==> src/rtl/dpi_pkg.sv <==
// dpi_pkg: shared types and sizes for the DPI stream sequencer
package dpi_pkg;
    localparam int STREAM_ID_W      = 6;
    localparam int NUM_STREAMS      = 64;
    localparam int DEF_DRAIN_CYCLES = 4;
    typedef enum logic [2:0] {IDLE, LOOKUP, LOAD, GAP, STREAM, DRAIN, EOP} state_t;
endpackage

==> src/rtl/dpi_stream_sequencer_if.sv <==
// dpi_stream_sequencer_if: byte-serial packet stream with flow key
interface dpi_stream_sequencer_if #(parameter int KEY_W = 16);
    logic             pkt_vld;
    logic             pkt_rdy;
    logic             pkt_sop;
    logic             pkt_eop;
    logic [7:0]       pkt_data;
    logic [KEY_W-1:0] pkt_key;
    modport master (output pkt_vld, pkt_sop, pkt_eop, pkt_data, pkt_key, input pkt_rdy);
    modport slave  (input pkt_vld, pkt_sop, pkt_eop, pkt_data, pkt_key, output pkt_rdy);
endinterface

==> src/rtl/dpi_stream_table.sv <==
// dpi_stream_table: key CAM, slot allocation/eviction and per-stream enable RAM
module dpi_stream_table
    import dpi_pkg::*;
#(
    parameter int KEY_W     = 16,
    parameter int NUM_REGEX = 8
) (
    input  logic                   clk,
    input  logic                   rst_n,
    input  logic                   lookup,
    input  logic [KEY_W-1:0]       key,
    input  logic                   cfg_we,
    input  logic [STREAM_ID_W-1:0] cfg_stream,
    input  logic [NUM_REGEX-1:0]   cfg_enable,
    output logic [STREAM_ID_W-1:0] slot,
    output logic                   fresh,
    output logic [NUM_REGEX-1:0]   enable,
    output logic                   evict
);
    logic [NUM_STREAMS-1:0] valid;
    logic [KEY_W-1:0]       keys   [NUM_STREAMS];
    logic [NUM_REGEX-1:0]   en_ram [NUM_STREAMS];
    logic [STREAM_ID_W-1:0] victim, hit_idx, free_idx, pick;
    logic                   hit_c, free_c;

    // Priority encoders: lowest matching slot and lowest free slot
    always_comb begin
        hit_c    = 1'b0;
        free_c   = 1'b0;
        hit_idx  = '0;
        free_idx = '0;
        for (int i = NUM_STREAMS - 1; i >= 0; i--) begin
            if (valid[i] && keys[i] == key) begin
                hit_c   = 1'b1;
                hit_idx = i[STREAM_ID_W-1:0];
            end
            if (!valid[i]) begin
                free_c   = 1'b1;
                free_idx = i[STREAM_ID_W-1:0];
            end
        end
        pick  = hit_c ? hit_idx : (free_c ? free_idx : victim);
        evict = lookup && !hit_c && !free_c;
    end

    // Table update and registered lookup result; enable read sees pre-write contents
    always_ff @(posedge clk) begin
        if (!rst_n) begin
            valid  <= '0;
            victim <= '0;
            slot   <= '0;
            fresh  <= 1'b0;
            enable <= '0;
            en_ram <= '{default: '1};
        end else begin
            if (cfg_we) en_ram[cfg_stream] <= cfg_enable;
            if (lookup) begin
                slot   <= pick;
                fresh  <= !hit_c;
                enable <= en_ram[pick];
                if (!hit_c) begin
                    valid[pick] <= 1'b1;
                    keys[pick]  <= key;
                end
                if (evict) victim <= victim + 1'b1;
            end
        end
    end
endmodule

==> src/rtl/dpi_stream_sequencer.sv <==
// dpi_stream_sequencer: maps flow keys to slots and sequences the shared matcher bus
module dpi_stream_sequencer
    import dpi_pkg::*;
#(
    parameter int KEY_W        = 16,
    parameter int NUM_REGEX    = 8,
    parameter int DRAIN_CYCLES = DEF_DRAIN_CYCLES
) (
    input  logic                   clk,
    input  logic                   rst_n,
    dpi_stream_sequencer_if.slave  pkt,
    input  logic                   cfg_we,
    input  logic [STREAM_ID_W-1:0] cfg_stream,
    input  logic [NUM_REGEX-1:0]   cfg_enable,
    output logic [7:0]             char_in,
    output logic                   char_in_vld,
    output logic                   load_state,
    output logic                   eop,
    output logic [STREAM_ID_W-1:0] stream_id,
    output logic                   new_stream_id,
    output logic [NUM_REGEX-1:0]   enable,
    output logic                   busy,
    output logic [31:0]            pkt_count,
    output logic [15:0]            evict_count,
    output logic                   err_sticky
);
    localparam int CW = $clog2(DRAIN_CYCLES + 1);

    state_t           state, nxt;
    logic [KEY_W-1:0] key_q;
    logic [CW-1:0]    cnt;
    logic             rdy, acc, first, evict;

    dpi_stream_table #(.KEY_W(KEY_W), .NUM_REGEX(NUM_REGEX)) u_table (
        .clk        (clk),
        .rst_n      (rst_n),
        .lookup     (state == LOOKUP),
        .key        (key_q),
        .cfg_we     (cfg_we),
        .cfg_stream (cfg_stream),
        .cfg_enable (cfg_enable),
        .slot       (stream_id),
        .fresh      (new_stream_id),
        .enable     (enable),
        .evict      (evict)
    );

    assign pkt.pkt_rdy = rdy;
    assign acc         = pkt.pkt_vld && rdy;
    assign busy        = state != IDLE;
    assign char_in     = char_in_vld ? pkt.pkt_data : 8'h00;

    // Next state and bus strobes; IDLE swallows stray non-sop beats
    always_comb begin
        nxt         = state;
        rdy         = 1'b0;
        char_in_vld = 1'b0;
        load_state  = 1'b0;
        eop         = 1'b0;
        case (state)
            IDLE: begin
                rdy = pkt.pkt_vld && !pkt.pkt_sop;
                nxt = (pkt.pkt_vld && pkt.pkt_sop) ? LOOKUP : IDLE;
            end
            LOOKUP: nxt = LOAD;
            LOAD: begin
                load_state = 1'b1;
                nxt        = GAP;
            end
            GAP: nxt = STREAM;
            STREAM: begin
                rdy         = 1'b1;
                char_in_vld = pkt.pkt_vld;
                nxt         = (pkt.pkt_vld && pkt.pkt_eop) ? DRAIN : STREAM;
            end
            DRAIN: nxt = (cnt == CW'(DRAIN_CYCLES - 1)) ? EOP : DRAIN;
            EOP: begin
                eop = 1'b1;
                nxt = IDLE;
            end
            default: nxt = IDLE;
        endcase
    end

    // State, key latch, drain counter, statistics and sticky protocol error
    always_ff @(posedge clk) begin
        if (!rst_n) begin
            state       <= IDLE;
            key_q       <= '0;
            cnt         <= '0;
            first       <= 1'b0;
            pkt_count   <= '0;
            evict_count <= '0;
            err_sticky  <= 1'b0;
        end else begin
            state <= nxt;
            if (state == IDLE && pkt.pkt_vld && pkt.pkt_sop) key_q <= pkt.pkt_key;
            cnt   <= (state == DRAIN) ? cnt + 1'b1 : '0;
            first <= (state == GAP) ? 1'b1 : (acc ? 1'b0 : first);
            if (state == EOP) pkt_count <= pkt_count + 1'b1;
            if (evict && evict_count != 16'hFFFF) evict_count <= evict_count + 1'b1;
            if (acc && (state == IDLE || (pkt.pkt_sop && !first))) err_sticky <= 1'b1;
        end
    end
endmodule

==> src/flat_wrapper.sv <==
// flat-port wrapper written by rule: the top's interface ports become plain ports
module dpi_stream_sequencer_flat import dpi_pkg::*;
#(
    parameter int KEY_W        = 16,
    parameter int NUM_REGEX    = 8,
    parameter int DRAIN_CYCLES = DEF_DRAIN_CYCLES
)
  (clk, rst_n, cfg_we, cfg_stream, cfg_enable, char_in, char_in_vld, load_state, eop, stream_id, new_stream_id, enable, busy, pkt_count, evict_count, err_sticky, pkt_pkt_vld, pkt_pkt_sop, pkt_pkt_eop, pkt_pkt_data, pkt_pkt_key, pkt_pkt_rdy);
  dpi_stream_sequencer_if #(.KEY_W(KEY_W)) pkt_i ();
  input  logic clk;
  input  logic rst_n;
  input  logic cfg_we;
  input  logic [STREAM_ID_W-1:0] cfg_stream;
  input  logic [NUM_REGEX-1:0] cfg_enable;
  output logic [7:0] char_in;
  output logic char_in_vld;
  output logic load_state;
  output logic eop;
  output logic [STREAM_ID_W-1:0] stream_id;
  output logic new_stream_id;
  output logic [NUM_REGEX-1:0] enable;
  output logic busy;
  output logic [31:0] pkt_count;
  output logic [15:0] evict_count;
  output logic err_sticky;
  input wire logic [$bits(pkt_i.pkt_vld)-1:0] pkt_pkt_vld;
  input wire logic [$bits(pkt_i.pkt_sop)-1:0] pkt_pkt_sop;
  input wire logic [$bits(pkt_i.pkt_eop)-1:0] pkt_pkt_eop;
  input wire logic [$bits(pkt_i.pkt_data)-1:0] pkt_pkt_data;
  input wire logic [$bits(pkt_i.pkt_key)-1:0] pkt_pkt_key;
  output wire logic [$bits(pkt_i.pkt_rdy)-1:0] pkt_pkt_rdy;
  assign pkt_i.pkt_vld = pkt_pkt_vld;
  assign pkt_i.pkt_sop = pkt_pkt_sop;
  assign pkt_i.pkt_eop = pkt_pkt_eop;
  assign pkt_i.pkt_data = pkt_pkt_data;
  assign pkt_i.pkt_key = pkt_pkt_key;
  assign pkt_pkt_rdy = pkt_i.pkt_rdy;
  dpi_stream_sequencer #(.KEY_W(KEY_W), .NUM_REGEX(NUM_REGEX), .DRAIN_CYCLES(DRAIN_CYCLES)) u_core (.clk(clk), .rst_n(rst_n), .pkt(pkt_i), .cfg_we(cfg_we), .cfg_stream(cfg_stream), .cfg_enable(cfg_enable), .char_in(char_in), .char_in_vld(char_in_vld), .load_state(load_state), .eop(eop), .stream_id(stream_id), .new_stream_id(new_stream_id), .enable(enable), .busy(busy), .pkt_count(pkt_count), .evict_count(evict_count), .err_sticky(err_sticky));
endmodule
==> config.mk <==
export PLATFORM = sky130hd
export DESIGN_NAME = dpi_stream_sequencer_flat
export DESIGN_NICKNAME = d
export VERILOG_FILES = /design/src/rtl/dpi_pkg.sv /design/src/rtl/dpi_stream_sequencer_if.sv /design/src/rtl/dpi_stream_table.sv /design/src/rtl/dpi_stream_sequencer.sv /design/src/flat_wrapper.sv
export SDC_FILE = /design/constraint.sdc
export NUM_CORES = 2
export LEC_CHECK = 0
export ABC_AREA = 1
export ABC_CLOCK_PERIOD_IN_PS = 11300
export CAP_MARGIN = 20
export CORE_ASPECT_RATIO = 0.7
export CORE_MARGIN = 4
export CORE_UTILIZATION = 40
export DETAILED_ROUTE_END_ITERATION = 12
export GPL_ROUTABILITY_DRIVEN = 0
export PLACE_DENSITY = 0.6
export SETUP_SLACK_MARGIN = 0.5
export SYNTH_ARGS = -nofsm -noshare
export SYNTH_HDL_FRONTEND = slang
export SYNTH_HIERARCHICAL = 1
export SYNTH_SLANG_ARGS = --single-unit
export TNS_END_PERCENT = 1
==> constraint.sdc <==
create_clock -name clk -period 11.3 [get_ports clk]
set_input_delay 1.13 -clock clk [delete_from_list [all_inputs] [get_ports clk]]
set_output_delay 1.13 -clock clk [all_outputs]
set_load 0.05 [all_outputs]
**Word level (Yosys, flattened, before mapping)**

Memories as Yosys holds them, arrays and structs flattened.
Cells that the tools add are included.

- Bits of input ports: 44
- Flip-flop bits (word level): 669
- Word-level logic and storage cells: 531
- Memories: 1
- Bits in writable memories: 1024
- Output and inout bits: 77

- Add/subtract/negate cells: 4
- Equal/unequal tests: 72
- Mux-type cells: 281
- Order comparisons: 5
- Bitwise logic cells: 4
- Reduce and logical (&&, ||, !) cells: 88

Memory list:

| name | depth | width | read ports | clocked after Yosys merged registers in | wr ports | RTL line | source |
|---|---|---|---|---|---|---|---|
| u_core.u_table.keys | 64 | 16 | 64 | 0 | 1 | dpi_stream_table.sv:21 | `logic [KEY_W-1:0] keys [NUM_STREAMS];` |

Operator list:

| operator | number |
|---|---|
| == test 16 bit | 64 |
| 2-to-1 mux 6 bit | 130 |
| bitwise mux 512 bit | 1 |
| 2-to-1 mux 1 bit | 140 |
| logical AND 1 bit | 77 |
| bitwise OR 64 bit | 1 |
| binary-select mux 8 bit (select 6 bit) | 1 |
| demux 8 bit (select 6 bit) | 1 |
| adder 32 x 1 -> 32 bit (second input constant) | 1 |
| 2-to-1 mux 8 bit | 4 |
| case mux 3 bit (6 select lines) | 1 |
| adder 16 x 1 -> 16 bit (second input constant) | 1 |
| inequality test 16 bit (second input constant) | 1 |
| >= comparator 7 bit (second input constant) | 2 |
| NOT 6 -> 7 bit | 2 |
| == test 3 x 2 -> 1 bit (second input constant) | 3 |
| == test 3 bit (second input constant) | 3 |
| less-than comparator 6 x 7 -> 1 bit (second input constant) | 1 |
| less-than comparator 7 x 1 -> 1 bit (second input constant) | 1 |
| adder 6 x 1 -> 6 bit (second input constant) | 1 |
| demux 1 bit (select 6 bit) | 1 |
| >= comparator 6 x 1 -> 1 bit (second input constant) | 1 |
| AND reduction 2 bit | 3 |
| logical NOT 1 bit | 4 |
| 9 further kinds | 9 |

**Logic depth before layout (Yosys ltp)**

An unclocked memory read counts as a cell.

- Depth after elaboration: 73
- Gate-level depth with buffers: 83
- Mapped depth without buffers: 82

**Hierarchy**

The synthesis kept the hierarchy.

Modules (own cells, without submodules):

| module | times used | seq. area each (µm²) | area an instance (µm²) | cells an instance |
|---|---|---|---|---|
| dpi_stream_table | 1 | 42701.0 | 70940.5 | 7019 |
| dpi_stream_sequencer | 1 | 1441.4 | 3669.8 | 569 |

**Worst setup path after synthesis**

No wires, ideal clock.

- Path type: register to register
- Start point: register u_core.key_q[3]
- End point: memory u_core.u_table.keys[17][0], enable pin
- Period minus slack after synthesis: 6529 ps
- Path buffers: 5
- Arrival: 6141 ps
- Setup slack: 4771 ps
- Setup time: 388 ps
- Required time: 10912 ps
- Stages on the path, launching flop included: 69
- Cell sequence: dfxtp_1 > buf_4 > inv_2 > buf_6 > buf_6 > a22o_1 > nor4_1 > nand3_1 > nand2_1 > nand2_1 > nand2_1 > nand2_1 > nand2_1 > nand2_1 > nand2_1 > nand2_1 > nand2_1 > nand2_1 > (+33 left out) > nand2_1 > nand2_1 > nand2_1 > nand2_1 > nand2_1 > nand2_1 > nand2_1 > nand2_1 > nand2_1 > nand2_1 > nand2_1 > nand2_2 > nand2_4 > nand2_8 > nand2_2 > buf_2 > buf_1 > nor2_1

- Cells in the longest elaborated chain, start to end: 70
- Elaborated cells between the ends (all ways): 261
- Classes of those cells: eq/ne (64); mux (133); reduce/logical (64)

Ends and longest elaborated chain:

| element | RTL line | source |
|---|---|---|
| start: declaration | dpi_stream_sequencer.sv:30 | `logic [KEY_W-1:0] key_q;` |
| start signal: assignment | dpi_stream_sequencer.sv:97 | `if (state == IDLE && pkt.pkt_vld && pkt.pkt_sop) key_q <= pkt.pkt_key;` |
| == test 16 bit | dpi_stream_table.sv:33 | `if (valid[i] && keys[i] == key) begin` |
| logical AND 1 bit | dpi_stream_table.sv:33 |  |
| 2-to-1 mux 1 bit (64 in a row) | dpi_stream_table.sv:33 |  |
| 2-to-1 mux 1 bit | dpi_stream_table.sv:61 | `if (!hit_c) begin` |
| 2-to-1 mux 1 bit | dpi_stream_table.sv:57 | `if (lookup) begin` |
| 2-to-1 mux 1 bit | dpi_stream_table.sv:48 | `if (!rst_n) begin` |
| 2-to-1 mux 1 bit (implied by the code) | dpi_stream_table.sv:63 | `keys[pick] <= key;` |
| end: declaration | dpi_stream_table.sv:21 |  |

Parallel ways exist; a longest one is shown, timed or not.

**Worst setup path after layout**

- Start point: register u_core.key_q[15]
- End point: register u_core.u_table.enable[7]

- Cells in the longest elaborated chain, start to end: 71
- Elaborated cells between the ends (all ways): 261
- Classes of those cells: eq/ne (64); mux (132); bitwise (1); reduce/logical (64)

Ends and longest elaborated chain:

| element | RTL line | source |
|---|---|---|
| == test 16 bit | dpi_stream_table.sv:33 |  |
| logical AND 1 bit | dpi_stream_table.sv:33 |  |
| 2-to-1 mux 6 bit / 2-to-1 mux 1 bit (equally long branches) (64 in a row) | dpi_stream_table.sv:33 |  |
| 2-to-1 mux 6 bit (*) | dpi_stream_table.sv:42 | `pick = hit_c ? hit_idx : (free_c ? free_idx : victim);` |
| NOT 6 -> 7 bit (implied by the code) (*) | dpi_stream_table.sv:60 | `enable <= en_ram[pick];` |
| binary-select mux 8 bit (select 6 bit) (*) | dpi_stream_table.sv:60 |  |
| 2-to-1 mux 8 bit (implied by the code) (*) (2 in a row) | dpi_stream_table.sv:60 |  |
| end signal: assignment | dpi_stream_table.sv:60 |  |
| end: declaration | dpi_stream_table.sv:17 | `output logic [NUM_REGEX-1:0] enable,` |

Every way passes the cells marked *; elsewhere a longest branch is shown, timed or not. The select of a mux whose other input is x is not followed.
A chain may end at the register's enable or synchronous reset.

==> metrics.txt <==
status finished, final reports clean; first-pass GRT wire length 375000 um; Most common cell on crit path nor3_1; die height 369 um; TritonCTS buffer count 163; Min-Delay Endpoint u_core/cnt[0]; Pins Over Slew Limit 0; Overflow after GRT 0; worst hold path type reg -> reg; cts hold-fix bufs 0; Fill cells 17.2k; Final Hold Vio Count 0; WP data required 12.05 ns; overall power 13.2 mW; number of flops mapped to enable cells by yosys 1024; number of global-route vias before repair 55.5k; Post-Synthesis Cell Area 74600 um^2; sequential share of the synthesized area 59.2%; setup tns final 0 ns; vias 61.0k; clock latency on the worst-skew pair 0.81 ns; Post-CTS Setup Inserts 0; CP arrival 10.01 ns; leakage 32.9 nW; Initial Util 40.3%; Setup crit start kind register; Post-synth top flop edfxtp_1; synthesized flop and latch total 1693; Fin Clk Skew 0.0482 ns; cell count after synthesis 7588; HP Start u_core/cnt[0]; CTS sink cnt 1693; Root Buffer clkbuf_16; measured slew at the worst slew-check pin 1.25 ns; Min-Delay Path Depth 1; max frequency 108 MHz; share of post-route cells with drive strength above 1 8.46%; Worst R2R Setup Slack 2.04 ns; worst hold slack 0.427 ns; wire per inst 25.2 um; maximum vdd ir drop 0.145 mV; Die Span X 524 um; post-CTS sizing 0; Post-Syn Nets 7637; period utilisation layout 81.9%; post-detail-place hpwl 161000 um; Final setup viols 0; antenna violations before repair 23; routed wire length 258000 um; CTS tree done; standard-cell rows 132; CTS Buffer Depth 3; Overall Global Routing Usage 25.8%; CTS HTree Levels 4; Vias/cell 5.97; R2R Path End u_core/u_table/enable[7]; area grow syn2layout 12.2%; critical path peak fanout 59; R2R cell count 34; max_cap viols 0; # port buffers 120; max incr delay on CP 0.90 ns; RSZ-0062 raised after global routing no; Crit-path slowest cell o41ai_2; DRT Pass-1 Iters 7; crit end category register; Worst R2R Start u_core/key_q[15]; CORE AREA 185000 um^2; die footprint 194000 um^2; remaining antenna violation count after routing 0; Synth Warn # 6; count of cell types in the netlist 60; I/O Pins 121; Pwr Density 158 nW/um^2; Clock transition at path regs 0.06 ns; Avg Inst Size Synth 9.83 um^2; largest net degree at the start of global routing 135; Layout Nets 7635; relative slew slack 16.1%; Crit Path Category reg -> reg; fin crit period 9.26 ns; initial DRC count 8772; number of remaining DRC errors 0; post-synthesis async set-or-reset flop share 0%
-- placed cells by master, fill, tap and decap left out, drive strengths merged, types with 19 or more instances in the layout --
master	netlist	routed
nand4	219	219
or2	127	127
nor4	95	95
nor3	39	39
nand2	1524	1524
o21ai	390	390
clkdlybuf4s50	0	116
inv	517	527
buf	228	217
nor2	664	664
dfxtp	669	669
nand3	361	361
a211oi	48	48
nand3b	19	19
a21oi	81	81
clkbuf	272	221
a221oi	112	112
xnor2	70	70
clkinv	18	78
edfxtp	1024	1024
xor2	186	186
diode	0	28
o2111ai	32	32
o22ai	217	217
a22o	69	69
o211ai	507	507
-- synthesized netlist by cell type, drive strengths merged (2+ instances only) --
cell type,count,area share (%)
nand2,1524,7.7
dfxtp,669,18
or4,2,0.020
nor4b,3,0.035
xnor2,70,0.82
a2111oi,16,0.19
clkinv,18,0.091
a221o,16,0.21
inv,517,2.6
xor2,186,2.2
o21ai,390,2.6
a31oi,11,0.092
o21bai,4,0.040
a22o,69,0.81
a221oi,112,1.3
a21oi,81,0.54
o2111a,14,0.21
buf,228,1.8
o22ai,217,1.8
ha,5,0.084
nand3,361,2.5
o2111ai,32,0.38
a211oi,48,0.48
a21boi,3,0.030
a211o,3,0.035
nor3,39,0.28
o31ai,3,0.030
or2,127,1.1
nand4,219,1.8
nor4,95,0.80
o211ai,507,5.1
clkbuf,272,1.4
o221ai,5,0.059
nor2,664,3.4
edfxtp,1024,41
and3,8,0.067
nand3b,19,0.19
-- power breakdown --
part	total (mW)	internal, mW	leakage [nW]	switching, mW
Clock	5.48	3.03	2.57	2.45
Combinational	1.10	0.253	15.5	0.848
Sequential	6.66	6.60	14.8	0.0531
Total	13.2	9.88	32.9	3.36
-- worst max-delay path, delay by kind of cell, from the launching register on --
family,cells,cell delay (ns)
flops,1,0.41
simple gates,26,4.50
compound gates,5,2.55
buf+inv,3,1.62
-- flip-flops by register name (all words and copies together), names as in the netlist --
register / cells
u_core/u_table/fresh: 1
u_core/cnt: 3
u_core/err_sticky: 1
u_core/evict_count: 16
u_core/first: 1
u_core/u_table/en_ram: 512
u_core/u_table/victim: 6
u_core/u_table/keys: 1024
u_core/u_table/enable: 8
u_core/key_q: 16
u_core/u_table/slot: 6
u_core/pkt_count: 32
u_core/state: 3
u_core/u_table/valid: 64
-- cell families (layout without fill, tap and decap cells) --
| family | Yosys count | in the layout | synth area share (%) |
|---|---|---|---|
| and+or+nand+nor | 3065 | 3065 | 17.9 |
| DFF | 1693 | 1693 | 59.2 |
| AOI/OAI and AO/OA | 1534 | 1534 | 14.0 |
| buffers and inverters | 1035 | 1173 | 5.87 |
| xor gates and xnor gates | 256 | 256 | 3.01 |
| adders and majority gates | 5 | 5 | 0.0838 |
| other | 0 | 28 | 0 |
-- worst max path at each step --
| stage | startpoint | to | slack [ns] | cells past startpoint |
|---|---|---|---|---|
| 3_3_place_gp | u_core/key_q[15] | u_core/u_table/keys[17][13] | 1.76 | 75 |
| 4_1_cts | u_core/key_q[15] | u_core/u_table/keys[45][1] | 2.28 | 75 |
| 6_report | u_core/key_q[15] | u_core/u_table/enable[7] | 2.04 | 34 |
| 3_5_place_dp | u_core/key_q[15] | u_core/u_table/keys[45][13] | 2.35 | 75 |
| 5_1_grt | u_core/key_q[15] | u_core/u_table/keys[31][7] | 1.50 | 76 |
| 2_1_floorplan | u_core/key_q[3] | u_core/u_table/keys[17][0] | 4.77 | 68 |
-- through the flow --
step / instances / cell area, um^2 / setup WS [ns] / util (%)
2_1_floorplan: 7588 / 74600 / 4.77 / -
3_3_place_gp: 9884 / 78200 / 1.76 / 42.2
3_5_place_dp: 9894 / 78300 / 2.35 / 42.3
4_1_cts: 10200 / 83600 / 2.28 / 45.1
5_1_grt: 10200 / 83600 / 1.50 / 45.2
6_report: 10200 / 83700 / 2.04 / 45.2
-- layout make-up --
class | instances | area, um^2 | area share (%)
sequential | 1693 | 44200 | 52.8
clock buffer | 221 | 4530 | 5.41
tap | 2479 | 3100 | 3.71
clock inverter | 84 | 713 | 0.852
multi-input combinational | 4860 | 26200 | 31.2
antenna | 28 | 70.1 | 0.0837
inverter | 535 | 2030 | 2.42
timing repair buffer | 333 | 2900 | 3.46
-- routing by layer --
metal | global-route usage, % | routed length, um | share of wire (%)
met1 | 40.4 | 115000 | 44
met2 | 33.9 | 99600 | 39
met3 | 8.43 | 37700 | 15
met4 | 5.96 | 5370 | 2.1
met5 | 0 | 379 | 0.15
(Power assumes the default switching activity.)
